$ cat src/rtl/rr_pkg.sv
`default_nettype none
// +--------------------------------------------------------------------+
// | rr_pkg: shared encodings for the 3-source round-robin packet mux.  |
// | Revision: 1.0                                                      |
// +--------------------------------------------------------------------+
package rr_pkg;

  localparam int NSRC = 3;
  localparam logic [1:0] NO_GRANT = 2'd3;

  typedef enum logic [1:0] {
    IDLE  = 2'd0,
    CHECK = 2'd1,
    XFER  = 2'd2
  } state_t;

endpackage
`default_nettype wire

$ cat src/rtl/rr_src_sel.sv
`default_nettype none
// +--------------------------------------------------------------------+
// | rr_src_sel: combinational 3:1 stream selector with ready demux.    |
// | Revision: 1.0                                                      |
// +--------------------------------------------------------------------+
module rr_src_sel
  import rr_pkg::*;
#(
  parameter int DW = 8
) (
  input  logic                 en,
  input  logic [1:0]           sel,
  input  logic [NSRC-1:0]      s_valid,
  input  logic [NSRC*DW-1:0]   s_data,
  input  logic [NSRC-1:0]      s_last,
  output logic [NSRC-1:0]      s_ready,
  output logic                 m_valid,
  output logic [DW-1:0]        m_data,
  output logic                 m_last,
  input  logic                 m_ready
);

  // Outputs are held at zero unless a packet owns the path.
  always_comb begin
    m_valid = 1'b0;
    m_data  = '0;
    m_last  = 1'b0;
    s_ready = '0;
    if (en) begin
      for (int i = 0; i < NSRC; i++) begin
        if (sel == 2'(i)) begin
          m_valid    = s_valid[i];
          m_data     = s_data[i*DW +: DW];
          m_last     = s_last[i];
          s_ready[i] = m_ready;
        end
      end
    end
  end

endmodule
`default_nettype wire

$ cat src/rtl/rr_3src_pkt_mux.sv
`default_nettype none
// +--------------------------------------------------------------------+
// | rr_3src_pkt_mux: packet-granular merge of three byte streams,      |
// | driving an external round-robin arbiter. Revision: 1.0             |
// +--------------------------------------------------------------------+
module rr_3src_pkt_mux
  import rr_pkg::*;
#(
  parameter int DW        = 8,
  parameter int MAX_BEATS = 0,
  parameter int CNT_W     = 16
) (
  input  logic                 clk,
  input  logic                 rst_n,
  input  logic [NSRC-1:0]      s_valid,
  input  logic [NSRC*DW-1:0]   s_data,
  input  logic [NSRC-1:0]      s_last,
  output logic [NSRC-1:0]      s_ready,
  output logic                 m_valid,
  output logic [DW-1:0]        m_data,
  output logic                 m_last,
  input  logic                 m_ready,
  output logic [NSRC-1:0]      arb_request,
  output logic                 arb_ce,
  input  logic [1:0]           arb_grant,
  output logic [1:0]           cur_src,
  output logic                 busy,
  output logic                 pkt_cut
);

  // With MAX_BEATS=0 this wraps to all-ones but is never consulted.
  localparam logic [CNT_W-1:0] c_beat_limit = CNT_W'(MAX_BEATS - 1);

  state_t           r_state;
  state_t           w_state_nxt;
  logic [1:0]       r_sel;
  logic [CNT_W-1:0] r_beat_cnt;
  logic             r_pkt_cut;
  logic             w_cut;
  logic             w_grant_valid;
  logic             w_grant_ok;
  logic             w_accept;
  logic             w_limit;

  rr_src_sel #(
    .DW (DW)
  ) u_src_sel (
    .en      (r_state == XFER),
    .sel     (r_sel),
    .s_valid (s_valid),
    .s_data  (s_data),
    .s_last  (s_last),
    .s_ready (s_ready),
    .m_valid (m_valid),
    .m_data  (m_data),
    .m_last  (m_last),
    .m_ready (m_ready)
  );

  always_comb begin
    w_grant_valid = 1'b0;
    case (arb_grant)
      2'd0:    w_grant_valid = s_valid[0];
      2'd1:    w_grant_valid = s_valid[1];
      2'd2:    w_grant_valid = s_valid[2];
      default: w_grant_valid = 1'b0;
    endcase
  end

  assign w_grant_ok = (arb_grant != NO_GRANT) && w_grant_valid;
  assign w_accept   = m_valid & m_ready;
  assign w_limit    = (MAX_BEATS != 0) && (r_beat_cnt == c_beat_limit);

  always_comb begin
    w_state_nxt = r_state;
    w_cut       = 1'b0;
    case (r_state)
      IDLE:  if (|s_valid) w_state_nxt = CHECK;
      CHECK: w_state_nxt = w_grant_ok ? XFER : IDLE;
      XFER: begin
        // A genuine end-of-packet takes precedence over the beat limit.
        if (w_accept) begin
          if (m_last) begin
            w_state_nxt = IDLE;
          end else if (w_limit) begin
            w_state_nxt = IDLE;
            w_cut       = 1'b1;
          end
        end
      end
      default: w_state_nxt = IDLE;
    endcase
  end

  always_ff @(posedge clk or negedge rst_n) begin
    if (!rst_n) begin
      r_state    <= IDLE;
      r_sel      <= '0;
      r_beat_cnt <= '0;
      r_pkt_cut  <= 1'b0;
    end else begin
      r_state   <= w_state_nxt;
      r_pkt_cut <= w_cut;
      if (r_state == CHECK && w_grant_ok) begin
        r_sel      <= arb_grant;
        r_beat_cnt <= '0;
      end else if (w_accept && (r_beat_cnt != {CNT_W{1'b1}})) begin
        r_beat_cnt <= r_beat_cnt + 1'b1;
      end
    end
  end

  assign arb_request = s_valid;
  assign arb_ce      = (r_state == IDLE);
  assign busy        = (r_state == XFER);
  assign cur_src     = r_sel;
  assign pkt_cut     = r_pkt_cut;

endmodule
`default_nettype wire
$ cat config.mk
export PLATFORM = sky130hd
export DESIGN_NAME = rr_3src_pkt_mux
export DESIGN_NICKNAME = d
export VERILOG_FILES = /design/src/rtl/rr_pkg.sv /design/src/rtl/rr_src_sel.sv /design/src/rtl/rr_3src_pkt_mux.sv
export SDC_FILE = /design/constraint.sdc
export NUM_CORES = 1
export LEC_CHECK = 0
export ABC_AREA = 1
export BUFFER_PORTS_ARGS = -buffer_cell sky130_fd_sc_hd__buf_2
export CORE_MARGIN = 8
export CORE_UTILIZATION = 37
export DETAILED_ROUTE_END_ITERATION = 8
export PLACE_DENSITY_LB_ADDON = 0.12
export SYNTH_ARGS = -nofsm -noshare
export SYNTH_HDL_FRONTEND = slang
export SYNTH_SLANG_ARGS = --single-unit
$ cat constraint.sdc
create_clock -name clk -period 1.3 [get_ports clk]
set_clock_uncertainty 0.1 [all_clocks]
set_input_delay 0.26 -clock clk [delete_from_list [all_inputs] [get_ports clk]]
set_output_delay 0.26 -clock clk [all_outputs]
set_load 0.1 [all_outputs]
# Yosys cells after proc, flatten, opt, wreduce, memory -nomap -nowiden
# Cells that the tools add are included.
# word_totals
reg_bits,4
inputBits,35
output_inout_bits,21
# classes
n_eq_ne,10
muxes,22
n_bitwise,1
reduce_logical,7
# op_table
operator,n
$mux W8,4
$mux W1,11
$mux W2,4
$eq A2 B1 Y1 const B,3
$eq A2 B2 Y1 const B,3
$logic_not A2 Y1,3
$pmux W2 S3,1
$ne A2 B1 Y1 const B,2
$ne A2 B2 Y1 const B,2
$mux W3,1
$pmux W1 S3,1
$reduce_and A3 Y1,1
$reduce_or A3 Y1,1
$logic_and A1 B1 Y1,2
$and A1 B1 Y1,1

# Longest topological paths before layout
# depth
depth_word,8
depth_mapped,7
depth_no_buf,6

# By module
# From an unflattened synthesis, not the netlist that was laid out.
# hier_totals
cells_unflattened,108
hier_area_um2,583.1
# by_module_without_submodules
mod,instances,cells_each,area_per_inst_um2,seq_area_each_um2
rr_src_sel,1,72,320.3,0.0
rr_3src_pkt_mux,1,36,262.8,100.1

# Least setup slack after synthesis
# OpenSTA, ideal clock, no wires.
# synth_timing
kind,register to output
start,register r_sel[1] (netlist: cur_src[1])
end,output port s_ready[2]
arrival_time_ns,3.332
required_time_ns,0.940
path_slack_ns,-2.392
path_stages_with_launch,4
path_buffers,1
cell_sequence,dfrtp_1 buf_6 inv_4 nor3_1
# synth_between
elab_chain_len,3
# synth_rtl
item,line_no,text
"start, declared",rr_3src_pkt_mux.sv:36,logic [1:0] r_sel;
"start signal, assigned",rr_3src_pkt_mux.sv:105,r_sel <= arb_grant;
$eq A2 B2 Y1,rr_src_sel.sv:31,if (sel == 2'(i)) begin
$mux W1,rr_src_sel.sv:31,
$mux W3,rr_src_sel.sv:29,if (en) begin
"end, declared",rr_3src_pkt_mux.sv:18,"output logic [NSRC-1:0] s_ready,"
# No other way between the ends.

# Worst setup path after layout
# layout_timing
start,register r_sel[1] (netlist: cur_src[1])
end,output port m_data[1]
# layout_between
elab_chain_len,5
# layout_rtl
item,line_no,text
$logic_not A2 Y1,rr_src_sel.sv:31,
$mux W8 (2 in series),rr_src_sel.sv:31,
$mux W8 *,rr_src_sel.sv:31,
$mux W8 *,rr_src_sel.sv:29,
"end, declared",rr_3src_pkt_mux.sv:20,"output logic [DW-1:0] m_data,"
# Every way passes the cells marked *; elsewhere a longest branch is shown, timed or not.

==> results.txt <==
- The synthesized design contains 4 register bits.
* Post-synthesis instance area: 624 sq um
* Pins over their slew limit: 0
- Port bufs: 54
- Classification of the worst setup path: reg2out
- Post-synthesis average cell area: 5.84 sq um
- Xor and xnor area share after synthesis: 0%
- Data required time of the worst path: 940 ps
* TritonCTS Sinks: 4
* Detailed-routing iteration count for the pre-antenna-repair pass: 5
- The initial utilization of the core area, before any placement, comes to 37.8%.
- Summed over all failing endpoints, the final setup total negative slack is -10340 ps.
- Entering global routing, the biggest net connects 9 pins.
* Largest area contributor in the netlist: sky130_fd_sc_hd__nand2_1
* Synth area leaders: sky130_fd_sc_hd__nand2_1 (26%), sky130_fd_sc_hd__dfrtp_1 (16%), sky130_fd_sc_hd__nand3_1 (11%)
- The synthesized netlist devotes 0% of its cell area to adder and majority cells.
* Number of standard cells after synthesis: 107
- At the end of the flow, the number of nets in the layout was 216.
- After detailed routing, the met3 layer carries 428 um of wire.
- Of the cells placed in the final design, the portion with a size suffix greater than 1 is 76.7%.
- Summing the areas of all compound-gate instances in the mapped netlist gives 0% of the synthesized area.
* Clk root buf: sky130_fd_sc_hd__clkbuf_4
* Clk slew on worst S/H paths: 50 ps
- Number of CTS-inserted buffers: 3
* Portion of the clock cycle consumed by the worst path in the final layout: 164%
* Largest family of logic cells by synthesized area: simple AND/OR/NAND/NOR gates
* Overall via count from detail_route: 1128
- Vias in the first global route: 1075
- In this run the standard cell core region covers 1650 sq um.
- Max-Cap Viols: 0
- The worst setup path is captured at a primary output.
- Post-synthesis mux area share: 0%
* Status: finished, violations left
* Most used cells in the layout excluding fill and tap cells: sky130_fd_sc_hd__buf_2 (34), sky130_fd_sc_hd__nand2_1 (23), sky130_fd_sc_hd__nand2_2 (21)
- Yosys printed 0 warnings.
* Smallest setup slack after layout: -827 ps
- Worst-skew pair later-pin latency: 260 ps
* Crit path time final: 2130 ps
- The layout has 32 filler cells.
- # setup viols final: 20
- Routability Congestion: 0.772
- In this run the power density over the cells is 2690 nW/um^2.
- The area growth from synthesis to layout is 156%.
- The first global-routing pass estimated 5.10 mm of wire.
- Count of endpoints failing hold in the final timing report: 0
- Share of Yosys cell area claimed by the top area cell type: 26.5%
- Maximum level of the CTS H-tree: 1
- Highest metal used: met4
- Post-synth net total: 142
- The final reports fail on negative setup slack.
* Instance area after placement: 1350 sq um
- The netlist uses 17 different library cells.
* Number of design-rule violations left by the first detailed-router iteration: 81
* Number of antenna violations at the first check in global routing: 0
- HPWL after detailed placement: 2.16 mm
- Wire length per cell: 23.6 um
- Total die area: 3260 sq um
- Crit path DAT: 1770 ps
* Die span in x: 57.1 um
* Wire length on met2: 2.33 mm
- Maximum clock path buffer count: 2
- The synthesized netlist devotes 62.5% of its cell area to simple gates.
- Leaving out fill and tap cells, the most frequent cell in the layout is sky130_fd_sc_hd__buf_2.
- Static timing analysis puts the maximum clock frequency at 470 MHz.
- Path type of the worst min-delay path: in2reg
* Cell area after layout: 1600 sq um
- Global routing consumed, over all layers together, 19.3% of the routing resources.
- Of the synthesized area, sequential elements account for 16.0%.
- Peak VDD IR: 2630 uV
- The repair_antennas step left the layout with diodes totalling 0.
- In the routed layout, each cell is associated on average with a via count of 5.73.
- The floorplan has 15 rows.
- Startpoint Class: register
* Final WL: 4.66 mm
- Met1 wire length: 1.47 mm
- Count of nets left with antenna violations after detail routing: 0
- Pin placement for this block handled 56 I/O pins.
- For this run, design rule violations remaining after detail routing come to 0.
* Global-route congestion overflow total: 0
- Setup repair after global routing could not meet its margin everywhere.
- For this design the static power due to leakage is 0.768 nW.
* Max FO, Critical Path: 8
* Die Ht: 57.1 um
- TritonCTS built the clock tree.
==> metal layers <==
layer  GRT usage, %  vias up
li1               -      473
met1           20.6      507
met2           33.2      109
met3           4.88       39
met4           11.7        0
met5              0        -
==> critical path, stage by stage, from the launching register on <==
cell	delay [ps]
sky130_fd_sc_hd__dfrtp_4	580
sky130_fd_sc_hd__nor2_4	290
sky130_fd_sc_hd__nand2_1	130
sky130_fd_sc_hd__nand3_1	140
sky130_fd_sc_hd__nand2_2	100
sky130_fd_sc_hd__clkinvlp_4	100
sky130_fd_sc_hd__buf_12	170
==> synthesized netlist by cell type <==
library cell,n
sky130_fd_sc_hd__inv_2,3
sky130_fd_sc_hd__nor3_2,1
sky130_fd_sc_hd__buf_2,1
sky130_fd_sc_hd__nand4_1,2
sky130_fd_sc_hd__nand2_1,44
sky130_fd_sc_hd__nand2_2,2
sky130_fd_sc_hd__inv_4,2
sky130_fd_sc_hd__buf_4,4
sky130_fd_sc_hd__nand3_2,2
sky130_fd_sc_hd__conb_1,1
sky130_fd_sc_hd__buf_6,2
sky130_fd_sc_hd__dfrtp_1,4
sky130_fd_sc_hd__nor2_8,3
sky130_fd_sc_hd__nand3_1,14
sky130_fd_sc_hd__nor3_1,5
sky130_fd_sc_hd__inv_1,13
sky130_fd_sc_hd__nor2_1,4
==> what timing repair did <==
item / 4_1_cts / 5_1_grt
resized for setup: 17 / 25
pin swaps: 10 / 12
hold buffers: 1 / 0
endpoints found under the hold margin: 4 / 0
setup endpoints to repair: 18 / 20
buffers inserted: 4 / 6
gates cloned: 2 / 0
==> power breakdown <==
group          leakage, nW  switching, mW  internal [mW]  total [mW]
logic                0.705           2.36           1.34        3.69
registers           0.0475          0.214          0.201       0.415
clock network       0.0150         0.0777          0.117       0.195
total                0.768           2.65           1.65        4.30
==> per-stage QoR <==
stage                     hold slack (ps)  util (%)  total power, mW  instances  setup WS, ps
after global routing                  205      96.9             4.44        197          -845
after CTS                             189      89.1             3.78        193          -581
after global placement              -36.1      81.7             3.30        184          -303
after detailed placement            -36.2      81.7             3.37        184          -348
final                                 217      96.9             4.30        197          -827
after floorplan                      -136         -             2.41        107          -686
==> worst paths after layout <==
check                        startpoint  slack (ps)  cells past startpoint          to
setup / recovery             cur_src[1]        -830                      6   m_data[1]
hold reg to reg              r_state[0]         570                      2  r_state[0]
setup reg to reg             cur_src[1]        -450                      8  r_state[1]
min in group asynchronous         rst_n         240                      2  cur_src[1]
hold / removal             arb_grant[1]         220                      3  cur_src[1]
max in group asynchronous         rst_n         720                      2  cur_src[0]
==> logic make-up (layout without fill, tap and decap cells) <==
logic type,after synthesis,in the layout
buffers and inverters,25,97
and+or+nand+nor,77,78
other,1,1
DFF,4,4
==> state kept, by name, summed over array words and instances, names as in the netlist <==
| register | cells |
|---|---|
| r_state | 2 |
| cur_src | 2 |
==> final cells by class <==
class                   count  area [sq um]  area share [%]
flip-flops and latches      4           108            6.72
well taps                  17          21.3            1.33
repair inverters            1          7.51           0.469
clock buffers               4          26.3            1.64
inverters                  18           120            7.51
repair buffers             74           742            46.4
multi-input cells          79           576            36.0
(Power assumes the default switching activity.)
